File: src/rtl/ps2_choice_decoder_if.sv
// PS/2 keyboard pins and the decoded player-1 choice outputs.
// The decoder uses the slave view; a keyboard model or bench drives the master view.
interface ps2_choice_decoder_if;
    logic       ps2_clk;
    logic       ps2_data;
    logic [2:0] p1_choice;
    logic       choice_valid;
    logic       frame_err;

    modport master (
        output ps2_clk,
        output ps2_data,
        input  p1_choice,
        input  choice_valid,
        input  frame_err
    );

    modport slave (
        input  ps2_clk,
        input  ps2_data,
        output p1_choice,
        output choice_valid,
        output frame_err
    );
endinterface

File: src/rtl/ps2_choice_decoder.sv
// PS/2 keyboard receiver that turns three make codes into a one-hot player-1 move.
// Break (F0) and extended (E0) prefixed codes are swallowed; framing faults pulse frame_err.
module ps2_choice_decoder #(
    parameter int         FILTER_LEN = 8,
    parameter int         TIMEOUT    = 100000,
    parameter logic [7:0] KEY_2      = 8'h1C,
    parameter logic [7:0] KEY_1      = 8'h1B,
    parameter logic [7:0] KEY_0      = 8'h23
) (
    input  logic                clk,
    input  logic                reset,
    ps2_choice_decoder_if.slave bus
);
    localparam int FLT_W = $clog2(FILTER_LEN + 1);
    localparam int TO_W  = $clog2(TIMEOUT + 1);

    typedef enum logic [1:0] {IDLE, DATA, PARITY, STOP} state_t;

    logic             ps2_clk_p0, ps2_clk_p1;
    logic             ps2_data_p0, ps2_data_p1;
    logic             filt_clk;
    logic [FLT_W-1:0] flt_cnt;
    logic             strobe;

    state_t           state, state_nxt;
    logic [7:0]       shift, shift_nxt;
    logic [2:0]       bit_cnt, bit_cnt_nxt;
    logic             par, par_nxt;
    logic [TO_W-1:0]  to_cnt, to_cnt_nxt;
    logic             byte_ok, err;

    logic             brk_flag, ext_flag;
    logic [2:0]       choice;
    logic             choice_valid, frame_err;

    // Two-flop synchronizers; idle PS/2 lines are high.
    always_ff @(posedge clk or negedge reset) begin
        if (!reset) begin
            ps2_clk_p0  <= 1'b1;
            ps2_clk_p1  <= 1'b1;
            ps2_data_p0 <= 1'b1;
            ps2_data_p1 <= 1'b1;
        end else begin
            ps2_clk_p0  <= bus.ps2_clk;
            ps2_clk_p1  <= ps2_clk_p0;
            ps2_data_p0 <= bus.ps2_data;
            ps2_data_p1 <= ps2_data_p0;
        end
    end

    // Filtered clock flips on the FILTER_LEN-th consecutive differing sample.
    always_ff @(posedge clk or negedge reset) begin
        if (!reset) begin
            filt_clk <= 1'b1;
            flt_cnt  <= '0;
        end else if (ps2_clk_p1 == filt_clk) begin
            flt_cnt  <= '0;
        end else if (flt_cnt == FLT_W'(FILTER_LEN - 1)) begin
            filt_clk <= ps2_clk_p1;
            flt_cnt  <= '0;
        end else begin
            flt_cnt  <= flt_cnt + 1'b1;
        end
    end

    assign strobe = filt_clk & ~ps2_clk_p1 & (flt_cnt == FLT_W'(FILTER_LEN - 1));

    always_ff @(posedge clk or negedge reset) begin
        if (!reset) begin
            state   <= IDLE;
            shift   <= '0;
            bit_cnt <= '0;
            par     <= 1'b0;
            to_cnt  <= '0;
        end else begin
            state   <= state_nxt;
            shift   <= shift_nxt;
            bit_cnt <= bit_cnt_nxt;
            par     <= par_nxt;
            to_cnt  <= to_cnt_nxt;
        end
    end

    always_comb begin
        state_nxt   = state;
        shift_nxt   = shift;
        bit_cnt_nxt = bit_cnt;
        par_nxt     = par;
        to_cnt_nxt  = '0;
        byte_ok     = 1'b0;
        err         = 1'b0;
        if (state != IDLE) begin
            to_cnt_nxt = to_cnt + 1'b1;
        end
        if (strobe) begin
            to_cnt_nxt = '0;
            unique case (state)
                IDLE: begin
                    if (!ps2_data_p1) begin
                        state_nxt   = DATA;
                        bit_cnt_nxt = '0;
                    end else begin
                        err = 1'b1;
                    end
                end
                DATA: begin
                    shift_nxt   = {ps2_data_p1, shift[7:1]};
                    bit_cnt_nxt = bit_cnt + 1'b1;
                    if (bit_cnt == 3'd7) begin
                        state_nxt = PARITY;
                    end
                end
                PARITY: begin
                    par_nxt   = ps2_data_p1;
                    state_nxt = STOP;
                end
                STOP: begin
                    state_nxt = IDLE;
                    if (ps2_data_p1 && (^{shift, par})) begin
                        byte_ok = 1'b1;
                    end else begin
                        err = 1'b1;
                    end
                end
                default: state_nxt = IDLE;
            endcase
        end else if ((state != IDLE) && (to_cnt == TO_W'(TIMEOUT - 1))) begin
            // Keyboard stalled mid-frame: drop whatever was collected.
            state_nxt   = IDLE;
            shift_nxt   = '0;
            bit_cnt_nxt = '0;
            to_cnt_nxt  = '0;
            err         = 1'b1;
        end
    end

    // Byte decode: prefixes arm a flag that swallows the next code.
    always_ff @(posedge clk or negedge reset) begin
        if (!reset) begin
            brk_flag     <= 1'b0;
            ext_flag     <= 1'b0;
            choice       <= 3'b100;
            choice_valid <= 1'b0;
            frame_err    <= 1'b0;
        end else begin
            choice_valid <= 1'b0;
            frame_err    <= err;
            if (byte_ok) begin
                if (shift == 8'hF0) begin
                    brk_flag <= 1'b1;
                end else if (shift == 8'hE0) begin
                    ext_flag <= 1'b1;
                end else if (brk_flag || ext_flag) begin
                    brk_flag <= 1'b0;
                    ext_flag <= 1'b0;
                end else if (shift == KEY_2) begin
                    choice       <= 3'b100;
                    choice_valid <= 1'b1;
                end else if (shift == KEY_1) begin
                    choice       <= 3'b010;
                    choice_valid <= 1'b1;
                end else if (shift == KEY_0) begin
                    choice       <= 3'b001;
                    choice_valid <= 1'b1;
                end
            end
        end
    end

    assign bus.p1_choice    = choice;
    assign bus.choice_valid = choice_valid;
    assign bus.frame_err    = frame_err;
endmodule

File: src/flat_wrapper.sv
// flat-port wrapper written by rule: the top's interface ports become plain ports
module ps2_choice_decoder_flat 
#(
    parameter int         FILTER_LEN = 8,
    parameter int         TIMEOUT    = 100000,
    parameter logic [7:0] KEY_2      = 8'h1C,
    parameter logic [7:0] KEY_1      = 8'h1B,
    parameter logic [7:0] KEY_0      = 8'h23
)
  (clk, reset, bus_ps2_clk, bus_ps2_data, bus_p1_choice, bus_choice_valid, bus_frame_err);
  ps2_choice_decoder_if bus_i ();
  input  logic clk;
  input  logic reset;
  input wire logic [$bits(bus_i.ps2_clk)-1:0] bus_ps2_clk;
  input wire logic [$bits(bus_i.ps2_data)-1:0] bus_ps2_data;
  output wire logic [$bits(bus_i.p1_choice)-1:0] bus_p1_choice;
  output wire logic [$bits(bus_i.choice_valid)-1:0] bus_choice_valid;
  output wire logic [$bits(bus_i.frame_err)-1:0] bus_frame_err;
  assign bus_i.ps2_clk = bus_ps2_clk;
  assign bus_i.ps2_data = bus_ps2_data;
  assign bus_p1_choice = bus_i.p1_choice;
  assign bus_choice_valid = bus_i.choice_valid;
  assign bus_frame_err = bus_i.frame_err;
  ps2_choice_decoder #(.FILTER_LEN(FILTER_LEN), .TIMEOUT(TIMEOUT), .KEY_2(KEY_2), .KEY_1(KEY_1), .KEY_0(KEY_0)) u_core (.clk(clk), .reset(reset), .bus(bus_i));
endmodule
File: config.mk
export PLATFORM = sky130hd
export DESIGN_NAME = ps2_choice_decoder_flat
export DESIGN_NICKNAME = d
export VERILOG_FILES = /design/src/rtl/ps2_choice_decoder_if.sv /design/src/rtl/ps2_choice_decoder.sv /design/src/flat_wrapper.sv
export SDC_FILE = /design/constraint.sdc
export NUM_CORES = 1
export LEC_CHECK = 0
export ABC_AREA = 0
export BUFFER_PORTS_ARGS = -buffer_cell sky130_fd_sc_hd__buf_2
export CAP_MARGIN = 0
export CORE_MARGIN = 4
export CORE_UTILIZATION = 51
export DETAILED_ROUTE_END_ITERATION = 8
export PLACE_DENSITY = 0.79
export SYNTH_ARGS = -nofsm -noshare
export SYNTH_HDL_FRONTEND = slang
export SYNTH_SLANG_ARGS = --single-unit
File: constraint.sdc
create_clock -name clk -period 3.1 [get_ports clk]
set_input_delay 0.31 -clock clk [delete_from_list [all_inputs] [get_ports clk]]
set_output_delay 0.31 -clock clk [all_outputs]
set_load 0.005 [all_outputs]
==> flow_metrics.tcl <==
set metrics [dict create \
    hold_class "in -> reg" \
    drive_above_1_share_pct 12.8 \
    cp.required_ns 3.29 \
    clock-sinks 47 \
    nFillCells 383 \
    dp_slack_ns 1.03 \
    cp-start-kind "flip-flop" \
    clock_skew_ns 0.0162 \
    final_util_pct 57.7 \
    grt.overflow.total 0 \
    avgRoutedWirePerCell_um 13.2 \
    port_buffers 8 \
    io-pin-count 9 \
    synth-main-ff-cell "dfrtp_1" \
    synthArstFlopShare_pct 100 \
    ant_nets 0 \
    fin_ws_ns 1.03 \
    core_mm2 0.00432 \
    numCtsBuffers 5 \
    syn_avg_cell_area_um2 11.0 \
    fin_nets 231 \
    max_freq_mhz 484 \
    setup_viol 0 \
    cts_resized 0 \
    power_leakage_nw 1.13 \
    die_area_mm2 0.00559 \
    dp_hpwl_um 2490 \
    drv_cap 0 \
    firstDrtPassIters 4 \
    insertedDiodeCount 0 \
    area_growth_pct 9.86 \
    wl_um 3570 \
    clk_pin_slew_worst_paths_ns 0.09 \
    clk_latency_ns 0.31 \
    crit_type "reg -> reg" \
    syn_inst 207 \
    end_kind "flip-flop" \
    synthesis.nets 220 \
    ir_drop_mv 0.309 \
    finalCriticalPeriod_ns 2.07 \
    die_x_um 74.7 \
    synthDistinctLibCells 42 \
    start_util_pct 52.5 \
    root_buffer "clkbuf_8" \
    track_usage_pct 15.0 \
    crit_fanout 5 \
    cts_hold_buf 0 \
    grt_pass1_wl_um 6380 \
    relSlewSlack_pct 33.5 \
    yosys_warnings 0 \
    cts_max_level 2 \
    slew_viol_final 0 \
    drtIter0Drc 90 \
    grt_pass1_vias 1416 \
    post-route-drc-count 0 \
    std_cell_rows 24 \
    vias 1496 \
    clk_path_buf_depth 2 \
    outcome "finished, final reports clean" \
    grt_max_degree 48 \
    place.gp.congestion 0.790 \
    worst_pin_slew_ns 0.997 \
    rsz0062_at_grt "false" \
    p_per_area_mw_per_mm2 489 \
    syn_area_mm2 0.00227 \
    tns_ns 0 \
    antenna_found_initial 0 \
    synth_edf_count 0 \
    via_per_inst 5.52 \
    period_share_pct 66.7 \
    arrival_ns 2.26 \
    tritoncts "built" \
    ys_seq_area_share_pct 52.1 \
    postCtsSetupBuffers 0 \
    synth_seq_cells 47 \
    fp.dieH_um 74.7 \
    final-hold-violation-count 0 \
]
-- final cells by class --
class	instances	area, µm²	share of cell area, %
multi-input cells	147	1040	41.6
inverters	9	33.8	1.35
flip-flops and latches	47	1180	47.4
well taps	52	65.1	2.61
clock inverters	3	67.6	2.71
clock buffers	5	68.8	2.76
repair buffers	8	40.0	1.60
-- stage by stage --
step / cell area (µm²) / power [mW] / instances / hold slack, ns
2_1_floorplan: 2270 / 0.688 / 207 / 0.0144
3_3_place_gp: 2360 / 0.707 / 263 / 0.346
3_5_place_dp: 2360 / 0.711 / 263 / 0.348
4_1_cts: 2500 / 1.24 / 271 / 0.0914
5_1_grt: 2500 / 1.28 / 271 / 0.0861
6_report: 2500 / 1.22 / 271 / 0.106
-- path summary, 6_finish.rpt --
path / from / endpoint / slack [ns] / cells after the start
min reg2reg: u_core.ps2_data_p0 / u_core.ps2_data_p1 / 0.36 / 0
max reg2reg: u_core.filt_clk / u_core.bus.p1_choice[0] / 1.03 / 6
min: bus_ps2_clk / u_core.ps2_clk_p0 / 0.11 / 1
max in group asynchronous: reset / u_core.flt_cnt[2] / 2.31 / 1
min in group asynchronous: reset / u_core.bit_cnt[1] / 0.17 / 1
max: u_core.filt_clk / u_core.bus.p1_choice[0] / 1.03 / 6
-- power breakdown --
part           internal (mW)  switching (mW)  leakage (nW)
Clock                  0.321           0.203        0.0644
Sequential             0.634          0.0142         0.633
Combinational         0.0200          0.0276         0.433
Total                  0.976           0.245          1.13
-- flip-flops by register name (all words and copies together), names as in the netlist, 2 cells and up --
name,count
u_core.state,2
u_core.flt_cnt,4
u_core.bus.p1_choice,3
u_core.to_cnt,17
u_core.shift,8
u_core.bit_cnt,3
-- worst max-delay path, stage by stage, from the launching register on --
cell,delay [ns]
dfstp_2,0.54
ha_1,0.15
and4b_1,0.31
nand2_1,0.13
a41oi_1,0.34
nand4b_4,0.18
mux2_4,0.33
-- cell usage after synthesis, types with 4 or more instances --
library cell  instances  area share [%]
and3_1                4             1.1
nand2_1              14             2.3
nand3_1               9             2.0
xnor2_1              10             3.9
dfrtp_1              41              45
ha_1                  9             5.0
a22o_1                8             3.1
xor2_1               11             4.2
inv_1                 9             1.5
dfstp_2               6             6.9
nor2_1               27             4.5
nand4_1               5             1.4
nor3_1                7             1.5
-- metal layers --
layer	share of wire, %	up-vias	global-route usage, %
met1	50	720	20.6
met5	0	-	0
met3	2.9	4	4.81
met2	45	18	22.0
met4	1.4	0	6.13
li1	-	754	-
-- layout by cell type, fill, tap and decap left out, types with 6 or more instances in the layout --
cell,n
nand3_1,9
dfrtp_1,41
inv_1,9
nor2_1,27
nor3_1,7
a22o_1,8
ha_1,9
dfstp_2,6
xor2_1,11
xnor2_1,10
nand2_1,14
buf_2,8
-- cells by family (layout without fill, tap and decap cells) --
group,after synthesis,in the layout,synth area share (%)
compound gates,25,25,8.15
buf+inv,13,25,2.26
simple gates,85,85,20.2
flops,47,47,52.1
xor+xnor,23,23,9.80
fa+ha+maj,9,9,4.96
mux,5,5,2.53
No activity file was read; power rests on OpenSTA's default activity.
